File: config.mk
export PLATFORM = sky130hd
export DESIGN_NAME = uart_rx_channel
export DESIGN_NICKNAME = d
export VERILOG_FILES = /design/src/rtl/uart_rx_channel.sv
export SDC_FILE = /design/constraint.sdc
export NUM_CORES = 1
export LEC_CHECK = 0
export ABC_AREA = 1
export BUFFER_PORTS_ARGS = -buffer_cell sky130_fd_sc_hd__clkbuf_2
export CORE_ASPECT_RATIO = 1.4
export CORE_MARGIN = 3
export CORE_UTILIZATION = 35
export CTS_CLUSTER_SIZE = 24
export DETAILED_ROUTE_END_ITERATION = 7
export PLACE_DENSITY = 0.5
export SYNTH_ARGS = -nofsm -noshare
export SYNTH_HDL_FRONTEND = slang
export SYNTH_SLANG_ARGS = --single-unit
export TNS_END_PERCENT = 50
File: constraint.sdc
create_clock -name sys_clk -period 1.7 [get_ports sys_clk]
set_clock_uncertainty 0.2 [all_clocks]
set_input_delay 0.34 -clock sys_clk [delete_from_list [all_inputs] [get_ports sys_clk]]
set_output_delay 0.34 -clock sys_clk [all_outputs]
set_load 0.05 [all_outputs]
File: src/rtl/uart_rx_channel.sv
// ---------------------------------------------------------------------------
// uart_rx_channel
//
// Per-interface UART receiver placed in front of the MITM logic stage.
// The block synchronises one asynchronous RX line and oversamples it. It
// deserialises frames LSB first and hands each good byte downstream as
// recv_data, together with a one-cycle new_data_ready strobe.
//
// Optional feature macro: UART_RX_PARITY_EN
//   undefined : 8N1 frames, parity_error is a constant 0
//   defined   : 8E1 frames, one even-parity bit between data and stop
//
// Ports
//   sys_clk        in   system clock, rising edge
//   rst            in   asynchronous active-low reset
//   rx_in          in   raw serial line, idle high
//   recv_data      out  last good byte, held between frames
//   new_data_ready out  one-cycle strobe, recv_data valid from this cycle on
//   recv_busy      out  high whenever the receiver is not idle
//   frame_error    out  one-cycle strobe, stop bit sampled low
//   parity_error   out  one-cycle strobe, parity mismatch (parity builds)
// ---------------------------------------------------------------------------
module uart_rx_channel #(
  parameter int CLKS_PER_BIT  = 1250,
  parameter int NUM_DATA_BITS = 8,
  parameter int SYNC_STAGES   = 2
) (
  input  logic                     sys_clk,
  input  logic                     rst,
  input  logic                     rx_in,
  output logic [NUM_DATA_BITS-1:0] recv_data,
  output logic                     new_data_ready,
  output logic                     recv_busy,
  output logic                     frame_error,
  output logic                     parity_error
);

  localparam int CNT_W = (CLKS_PER_BIT > 1) ? $clog2(CLKS_PER_BIT) : 1;
  localparam int IDX_W = (NUM_DATA_BITS > 1) ? $clog2(NUM_DATA_BITS) : 1;

  localparam logic [CNT_W-1:0] CNT_LAST = CNT_W'(CLKS_PER_BIT - 1);
  localparam logic [CNT_W-1:0] CNT_HALF = CNT_W'(CLKS_PER_BIT / 2 - 1);
  localparam logic [IDX_W-1:0] IDX_LAST = IDX_W'(NUM_DATA_BITS - 1);

  typedef enum logic [2:0] {
    IDLE   = 3'd0,
    START  = 3'd1,
    DATA   = 3'd2,
    PARITY = 3'd3,
    STOP   = 3'd4,
    BREAK  = 3'd5
  } state_t;

  state_t                   state;
  state_t                   state_next;
  logic [SYNC_STAGES-1:0]   sync_q;
  logic                     rx_s;
  logic [CNT_W-1:0]         bit_cnt;
  logic [IDX_W-1:0]         bit_idx;
  logic [NUM_DATA_BITS-1:0] shift_reg;

  logic cnt_done;
  logic half_done;
  logic last_bit;
  logic cnt_clear;
  logic cnt_run;
  logic idx_clear;
  logic shift_en;
  logic ndr_d;
  logic fe_d;

`ifdef UART_RX_PARITY_EN
  logic par_q;
  logic par_sample;
  logic par_bad;
  logic pe_d;
`endif

  // Synchroniser chain. It resets to all-ones so that reset looks like an
  // idle line and never produces a false start bit.
  always_ff @(posedge sys_clk or negedge rst) begin
    if (!rst) begin
      sync_q <= '1;
    end else begin
      sync_q <= {sync_q[SYNC_STAGES-2:0], rx_in};
    end
  end

  assign rx_s      = sync_q[SYNC_STAGES-1];
  assign cnt_done  = (bit_cnt == CNT_LAST);
  assign half_done = (bit_cnt == CNT_HALF);
  assign last_bit  = (bit_idx == IDX_LAST);
  assign recv_busy = (state != IDLE);

`ifdef UART_RX_PARITY_EN
  // Even parity: the received parity bit must equal the XOR of the data bits.
  assign par_bad = (par_q != (^shift_reg));
`endif

  // State register
  always_ff @(posedge sys_clk or negedge rst) begin
    if (!rst) begin
      state <= IDLE;
    end else begin
      state <= state_next;
    end
  end

  // Next-state logic. Encodings that fall through to the default recover
  // to IDLE.
  always_comb begin
    state_next = state;
    case (state)
      IDLE: begin
        if (!rx_s) state_next = START;
      end
      START: begin
        if (half_done) state_next = rx_s ? IDLE : DATA;
      end
      DATA: begin
        if (cnt_done && last_bit) begin
`ifdef UART_RX_PARITY_EN
          state_next = PARITY;
`else
          state_next = STOP;
`endif
        end
      end
`ifdef UART_RX_PARITY_EN
      PARITY: begin
        if (cnt_done) state_next = STOP;
      end
`endif
      STOP: begin
        if (cnt_done) state_next = rx_s ? IDLE : BREAK;
      end
      BREAK: begin
        if (rx_s) state_next = IDLE;
      end
      default: state_next = IDLE;
    endcase
  end

  // Output and datapath control. The STOP decision is the only place a
  // strobe is requested, so each frame ends with at most one strobe.
  always_comb begin
    cnt_clear = 1'b0;
    cnt_run   = 1'b0;
    idx_clear = 1'b0;
    shift_en  = 1'b0;
    ndr_d     = 1'b0;
    fe_d      = 1'b0;
`ifdef UART_RX_PARITY_EN
    par_sample = 1'b0;
    pe_d       = 1'b0;
`endif
    case (state)
      IDLE: begin
        cnt_clear = 1'b1;
      end
      START: begin
        cnt_run = 1'b1;
        if (half_done && !rx_s) begin
          cnt_clear = 1'b1;
          idx_clear = 1'b1;
        end
      end
      DATA: begin
        cnt_run  = 1'b1;
        shift_en = cnt_done;
      end
`ifdef UART_RX_PARITY_EN
      PARITY: begin
        cnt_run    = 1'b1;
        par_sample = cnt_done;
      end
`endif
      STOP: begin
        cnt_run = 1'b1;
        if (cnt_done) begin
          if (!rx_s) fe_d = 1'b1;
`ifdef UART_RX_PARITY_EN
          else if (par_bad) pe_d = 1'b1;
`endif
          else ndr_d = 1'b1;
        end
      end
      default: begin
        cnt_clear = 1'b1;
      end
    endcase
  end

  // Bit-period counter. It wraps at CLKS_PER_BIT-1, so in DATA, PARITY and
  // STOP every wrap lands on the middle of the next bit. START has already
  // moved the phase to the middle of the start bit.
  always_ff @(posedge sys_clk or negedge rst) begin
    if (!rst) begin
      bit_cnt <= '0;
    end else if (cnt_clear) begin
      bit_cnt <= '0;
    end else if (cnt_run) begin
      bit_cnt <= cnt_done ? '0 : bit_cnt + 1'b1;
    end
  end

  // Data bit index and LSB-first shift register
  always_ff @(posedge sys_clk or negedge rst) begin
    if (!rst) begin
      bit_idx   <= '0;
      shift_reg <= '0;
    end else if (idx_clear) begin
      bit_idx <= '0;
    end else if (shift_en) begin
      bit_idx   <= last_bit ? '0 : bit_idx + 1'b1;
      shift_reg <= {rx_s, shift_reg[NUM_DATA_BITS-1:1]};
    end
  end

`ifdef UART_RX_PARITY_EN
  // Captured parity bit, compared against the data in STOP
  always_ff @(posedge sys_clk or negedge rst) begin
    if (!rst) begin
      par_q <= 1'b0;
    end else if (par_sample) begin
      par_q <= rx_s;
    end
  end
`endif

  // Registered outputs. recv_data loads only on a good frame, so error
  // frames leave the previous byte in place.
  always_ff @(posedge sys_clk or negedge rst) begin
    if (!rst) begin
      recv_data      <= '0;
      new_data_ready <= 1'b0;
      frame_error    <= 1'b0;
    end else begin
      new_data_ready <= ndr_d;
      frame_error    <= fe_d;
      if (ndr_d) recv_data <= shift_reg;
    end
  end

`ifdef UART_RX_PARITY_EN
  always_ff @(posedge sys_clk or negedge rst) begin
    if (!rst) begin
      parity_error <= 1'b0;
    end else begin
      parity_error <= pe_d;
    end
  end
`else
  assign parity_error = 1'b0;
`endif

endmodule

==> results.json, run 1 <==
{
  "outcome": "finished clean",
  "fin_crit_sh": 0.996,
  "ys_types": 31,
  "largest_reg_flops": 11,
  "remaining_drc_errors": 0,
  "whs_ns": 0.157,
  "cp_max_fo": 8,
  "place_area_sq_mm": 0.00211,
  "p_leak_nw": 1.17,
  "io_pins": 15,
  "setup_viol": 0,
  "crit_family": "simple AND/OR/NAND/NOR gates",
  "finalCriticalPeriod_ns": 1.69,
  "fin_util": 0.497,
  "hold_path.class": "reg -> reg",
  "synth_top_area_share": 0.471,
  "finalNetCount": 266,
  "grt.overflow.total": 0,
  "grt_pass1_wl_mm": 6.70,
  "grt_usage": 0.140,
  "ir_drop_v": 0.000414,
  "synthTopCellsByArea": "dfrtp_1, nand2_1, inv_1, nor2_1, ha_1",
  "wirelength_mm": 4.04,
  "stdcell_count": 323,
  "crit_arrival_ns": 1.67,
  "drt-vias-per-instance": 4.69,
  "cts_root_buffer": "clkbuf_8",
  "synth_seq_cells": 37,
  "grt_pass1_vias": 1431,
  "crit_slowest_cell": "dfrtp_1",
  "synthesis.area_sq_mm": 0.00186,
  "r2r_start": "bit_cnt[3]$_DFFE_PN0P_",
  "dieHeight_microns": 92.2,
  "ff2ff_path_depth": 9,
  "num_vias": 1515,
  "cts_made_buffers": 5,
  "setup.worst_path.start": "bit_cnt[3]$_DFFE_PN0P_",
  "rows": 30,
  "rrSetupSlack_ns": 0.008,
  "core_area_sq_mm": 0.00499,
  "cts_tree": "yes",
  "path_depth": 9,
  "cpMostUsedCell": "nand2_1",
  "synth.largest_area_cell": "dfrtp_1",
  "postRouteAntennaNets": 0,
  "r2r_end": "recv_data[0]$_DFFE_PN0P_",
  "crit_path_end_kind": "flop",
  "synth_warnings": 0,
  "grt_max_degree": 25,
  "cp.required_ns": 1.68,
  "hold_depth": 0,
  "crit_end": "recv_data[0]$_DFFE_PN0P_",
  "tns_ns": 0,
  "port_buffers": 13,
  "insertion_delay_ns": 0.29,
  "wl_per_cell_microns": 12.5,
  "cp-start-kind": "flop",
  "seq_area_frac_synth": 0.500,
  "area_growth_pct": 33.5,
  "cp_num_buf_inv": 2,
  "synth_nets": 222,
  "drt_iter0_markers": 38,
  "cp_slowest_stage_delay_ns": 0.40,
  "n_antenna_cell": 0,
  "slew_violations": 0,
  "hpwl_mm": 2.75,
  "drive_gt1_frac": 0.386,
  "rsz0062_at_grt": "yes",
  "dr.pass1.iters": 4,
  "max-cap-violations": 0,
  "design_area_sq_mm": 0.00248,
  "criticalPathCategory": "reg -> reg",
  "cts_buffer_depth": 2,
  "die_area_sq_mm": 0.00623,
  "cp_cell_sequence": "inv_2, nand2_4, nor3_4, nand2_2, nor2_4, buf_6, nand3_4, nand2_1, nand2_1",
  "postSynthCellCount": 214,
  "start_util": 0.372,
  "cts.sinks": 37,
  "antenna_found_initial": 0,
  "hold_viol_final": 0,
  "routabilityCongestion": 0.844,
  "syn_avg_cell_area_sq_um": 8.68,
  "htreeDepth": 2,
  "die_x_microns": 67.6,
  "clk_pin_slew_worst_paths_ns": 0.07,
  "max_freq_mhz": 591,
  "pwr_density_cell_mw_per_mm2": 696,
  "placed_cells": 304
}
-- metal layers --
metal / share of wire / vias up / wire length, microns / global-route usage
li1: - / 761 / - / -
met1: 0.44 / 721 / 1780 / 0.175
met2: 0.50 / 22 / 2020 / 0.230
met3: 0.028 / 11 / 114 / 0.0331
met4: 0.029 / 0 / 117 / 0.0457
met5: 0 / - / 0 / 0
-- cells in the mapped netlist --
cell type	number
buf_4	1
nand2_2	4
dfrtp_1	35
dfstp_2	2
o21ai_1	8
nand2_1	53
nor3b_2	1
nor2_2	1
nor2_1	20
nor4_1	1
inv_1	27
buf_6	3
o21ai_0	4
nand4_1	7
xor2_1	3
a21oi_1	3
or2_2	1
nor3_2	3
buf_2	1
conb_1	1
nor3_4	1
nand3_1	10
nand3_4	1
o21ai_2	7
xnor2_1	1
o21a_1	1
ha_1	5
nor3_1	3
nand3b_1	1
inv_2	4
nor2_4	1
-- layout make-up --
class	count	area, sq um
repair buffers	41	319
inverters	31	116
fillers	474	2510
clock buffers	6	82.6
multi-input cells	142	912
clock inverters	2	37.5
well taps	64	80.1
flip-flops and latches	37	932
-- logic make-up after synthesis --
family                   after synthesis  synth area share
AND/OR/NAND/NOR                      108             0.281
flip-flops                            37             0.500
buffers and inverters                 36            0.0875
AO/OA/AOI/OAI                         23            0.0774
adder cells (fa/ha/maj)                5            0.0337
XOR/XNOR                               4            0.0189
other                                  1           0.00202
-- how the worst min path moves through the flow --
stage                              startpoint                      to  slack, ns
after floorplan                           rst  bit_cnt[0]$_DFFE_PN0P_      -0.16
after global placement                    rst  bit_cnt[2]$_DFFE_PN0P_       0.09
after detailed placement                  rst  bit_cnt[2]$_DFFE_PN0P_       0.09
after CTS                 sync_q[0]$_DFF_PN1_     sync_q[1]$_DFF_PN1_       0.16
after global routing      sync_q[0]$_DFF_PN1_     sync_q[1]$_DFF_PN1_       0.16
final                     sync_q[0]$_DFF_PN1_     sync_q[1]$_DFF_PN1_       0.16
-- where the power goes --
part	internal [W]	switching (W)	leakage (nW)
Clock	0.000477	0.000323	0.0574
Sequential	0.000884	0.00000357	0.492
Combinational	0.0000114	0.0000261	0.617
Total	0.00137	0.000353	1.17
-- worst reg2reg max path: stages (launching register included) --
cell	delay, ns
dfrtp_1	0.40
inv_2	0.08
nand2_4	0.07
nor3_4	0.16
nand2_2	0.10
nor2_4	0.13
buf_6	0.12
nand3_4	0.15
nand2_1	0.11
nand2_1	0.06
-- what timing repair did --
item	CTS	global route
endpoints found under the hold margin	12	0
gates cloned	0	1
hold buffers	2	0
pin swaps	1	17
buffers inserted	0	8
resized for setup	7	34
endpoints found under the setup margin	26	34
-- cells in the final DEF (no fill, tap or decap), types with 6 or more instances in the layout --
cell	netlist	final
buf_4	1	23
clkbuf_2	0	12
clkbuf_8	0	6
dfrtp_1	35	32
inv_1	27	25
inv_2	4	6
nand2_1	53	49
nand2_2	4	6
nand3_1	10	6
nand4_1	7	7
nor2_1	20	12
nor2_2	1	7
o21ai_1	8	9
o21ai_2	7	8
-- through the flow --
step           setup slack, ns  total power (W)
5_1_grt                -0.0913          0.00179
6_report               0.00759          0.00172
2_1_floorplan           0.0211         0.000911
3_3_place_gp           -0.0262         0.000939
3_5_place_dp           -0.0511         0.000939
4_1_cts                -0.0414          0.00176
Note: power is estimated with default switching activity, not from simulation.
==> inputs of run 2 (changes only) <==
--- a/config.mk
+++ b/config.mk
@@ -6,5 +6,4 @@
 export NUM_CORES = 1
 export LEC_CHECK = 0
-export ABC_AREA = 1
 export BUFFER_PORTS_ARGS = -buffer_cell sky130_fd_sc_hd__clkbuf_2
 export CORE_ASPECT_RATIO = 1.4
==> constraint.sdc (replaced) <==
create_clock -name sys_clk -period 1.7 [get_ports sys_clk]
set_clock_uncertainty 0.2 [all_clocks]
set_input_delay 0.255 -clock sys_clk [delete_from_list [all_inputs] [get_ports sys_clk]]
set_output_delay 0.255 -clock sys_clk [all_outputs]
set_load 0.05 [all_outputs]
==> results.json, run 2 <==
{
  "synth_top_area_share": 0.486,
  "synth_seq_cells": 37,
  "internal-power_w": 0.00118,
  "cp.required_ns": 1.68,
  "port_buffers": 13,
  "start_util": 0.367,
  "hold_depth": 0,
  "dieHeight_microns": 90.9,
  "cts_root_buffer": "clkbuf_8",
  "rsz0062_at_grt": "yes",
  "r2r_start": "bit_cnt[3]$_DFFE_PN0P_",
  "cts_tree": "yes",
  "crit_path_end_kind": "flop",
  "finalNetCount": 204,
  "fin_crit_sh": 1.21,
  "max_freq_mhz": 488,
  "p_leak_nw": 1.15,
  "grt_pass1_wl_mm": 6.42,
  "n_antenna_cell": 0,
  "num_vias": 1301,
  "die_area_sq_mm": 0.00606,
  "cts_made_buffers": 5,
  "area_growth_pct": 36.8,
  "crit_arrival_ns": 2.03,
  "clk_pin_slew_worst_paths_ns": 0.08,
  "ys_types": 45,
  "ir_drop_v": 0.000395,
  "remaining_drc_errors": 0,
  "ys_top_cells_by_count": "dfrtp_1, mux2_2, nor3_1",
  "layout_setup_ws_ns": -0.351,
  "postRouteAntennaNets": 0,
  "pwr_density_cell_mw_per_mm2": 615,
  "p_switching_w": 0.000341,
  "synth.largest_area_cell": "dfrtp_1",
  "synthesis.area_sq_mm": 0.00180,
  "criticalPathCategory": "reg -> reg",
  "outcome": "complete, but fails checks",
  "synthArstFlopShare": 1.00,
  "ff2ff_path_depth": 5,
  "rows": 30,
  "die_x_microns": 66.7,
  "core_area_sq_mm": 0.00492,
  "dr.pass1.iters": 4,
  "synth_ff_type": "dfrtp_1",
  "p_clk_frac": 0.391,
  "synth_nets": 157,
  "syn_avg_cell_area_sq_um": 12.1,
  "hold_viol_final": 0,
  "finalCriticalPeriod_ns": 2.05,
  "r2r_end": "recv_data[2]$_DFFE_PN0P_",
  "hpwl_mm": 2.61,
  "cp_max_fo": 4,
  "synth-edff-count": 0,
  "synth_warnings": 0,
  "grt_pass1_vias": 1321,
  "largest_reg_flops": 11,
  "placed_cells": 248,
  "rrSetupSlack_ns": -0.35,
  "seq_area_frac_synth": 0.515,
  "power_frac_comb": 0.022,
  "synth.most_common_cell": "dfrtp_1",
  "grt_usage": 0.140,
  "holdCritStartpoint": "sync_q[0]$_DFF_PN1_",
  "hold_path_end": "sync_q[1]$_DFF_PN1_",
  "insertion_delay_ns": 0.29,
  "setup_viol": 35,
  "final_common_cell": "dfrtp_1",
  "drt-vias-per-instance": 4.98,
  "design_area_sq_mm": 0.00247,
  "postSynthCellCount": 149,
  "io_pins": 15,
  "stdcell_count": 261,
  "synthTopCellsByArea": "dfrtp_1, mux2_2, nor3_1, ha_1, dfstp_2",
  "antenna_found_initial": 0,
  "wl_per_cell_microns": 15.0,
  "cts_buffer_depth": 2,
  "violations": "negative setup slack",
  "max-cap-violations": 0,
  "grt.overflow.total": 0,
  "place_area_sq_mm": 0.00217,
  "hold_path.class": "reg -> reg",
  "switching_share": 0.225,
  "cp-start-kind": "flop",
  "cts.sinks": 37,
  "drt_iter0_markers": 45,
  "seqPwrFrac": 0.586,
  "drive_gt1_frac": 0.492,
  "mostFrequentLayoutCells": "dfrtp_1, buf_4, clkbuf_2",
  "wirelength_mm": 3.91,
  "routabilityCongestion": 0.745,
  "grt_max_degree": 38,
  "htreeDepth": 2,
  "slew_violations": 0
}
==> run 2: changes by cell type after synthesis, sizes merged, moves of 4 or more <==
cell    previous run  this run
nand2             57         5
nor2              22         6
mux2               0        16
o21ai             19         2
clkbuf             0         6
nand3             11         2
nor4               1         5
xnor2              1         5
inv               31         7
nor3               7        14
==> run 2: worst max-delay path, cell delays in order (launching register included) <==
cell and delay, ns:
dfrtp_1 0.38, or4b_4 0.59, nor3_4 0.22, buf_6 0.15, nand4_4 0.10, mux2_2 0.30
==> run 2: cell type report <==
class	instances	area, sq um
clock inverters	3	17.5
fillers	457	2450
multi-input cells	97	961
well taps	64	80.1
clock buffers	5	68.8
inverters	7	26.3
flip-flops and latches	37	928
repair buffers	48	384
==> run 2: per-layer routing <==
layer / part of all wire / global-route usage / vias to the layer above
li1: - / - / 629
met1: 0.41 / 0.159 / 646
met2: 0.54 / 0.233 / 21
met3: 0.030 / 0.0349 / 5
met4: 0.021 / 0.0746 / 0
met5: 0 / 0 / -
==> run 2: per-stage QoR <==
stage	TNS, ns	total power (W)	worst slack (ns)	hold slack [ns]	util
floorplan	-9.69	0.000915	-0.402	-0.241	-
global placement	-10.48	0.000935	-0.460	0.125	0.440
detailed placement	-11.67	0.000936	-0.503	0.136	0.440
CTS	-8.02	0.00155	-0.358	0.164	0.488
global route	-10.40	0.00159	-0.421	0.169	0.502
finish	-7.64	0.00152	-0.351	0.160	0.502
==> run 2: how the worst max path moves through the flow <==
stage	start	cells past startpoint	end
2_1_floorplan	bit_cnt[3]$_DFFE_PN0P_	5	shift_reg[0]$_DFFE_PN0P_
3_3_place_gp	bit_cnt[3]$_DFFE_PN0P_	5	state[2]$_DFFE_PN0P_
3_5_place_dp	bit_cnt[3]$_DFFE_PN0P_	5	state[2]$_DFFE_PN0P_
4_1_cts	bit_cnt[3]$_DFFE_PN0P_	4	recv_data[6]$_DFFE_PN0P_
5_1_grt	bit_cnt[3]$_DFFE_PN0P_	5	recv_data[2]$_DFFE_PN0P_
6_report	bit_cnt[3]$_DFFE_PN0P_	5	recv_data[2]$_DFFE_PN0P_
==> run 2: cell families (layout without fill, tap and decap cells) <==
logic type,Yosys count,in the layout,share of synthesized area
flip-flops,37,37,0.515
XOR/XNOR,10,10,0.0486
AND/OR/NAND/NOR,48,49,0.185
buffers and inverters,16,63,0.0437
AO/OA/AOI/OAI,16,16,0.0687
other,1,1,0.00208
multiplexers,16,16,0.102
adder cells (fa/ha/maj),5,5,0.0347
==> run 2: repair_timing <==
action / 4_1_cts / 5_1_grt
setup buffers: 0 / 2
endpoints found under the setup margin: 36 / 36
hold endpoints to repair: 36 / 0
cloned: 0 / 1
gates resized for setup: 26 / 7
hold buffers: 2 / 0
pin swaps: 7 / 1
==> run 2: power groups by stage <==
stage | registers (W) | logic (W) | clock network (W)
floorplan | 0.000902 | 0.0000130 | 0
global placement | 0.000905 | 0.0000300 | 0
detailed placement | 0.000905 | 0.0000311 | 0
CTS | 0.000887 | 0.0000352 | 0.000626
global route | 0.000889 | 0.0000392 | 0.000666
finish | 0.000889 | 0.0000338 | 0.000593
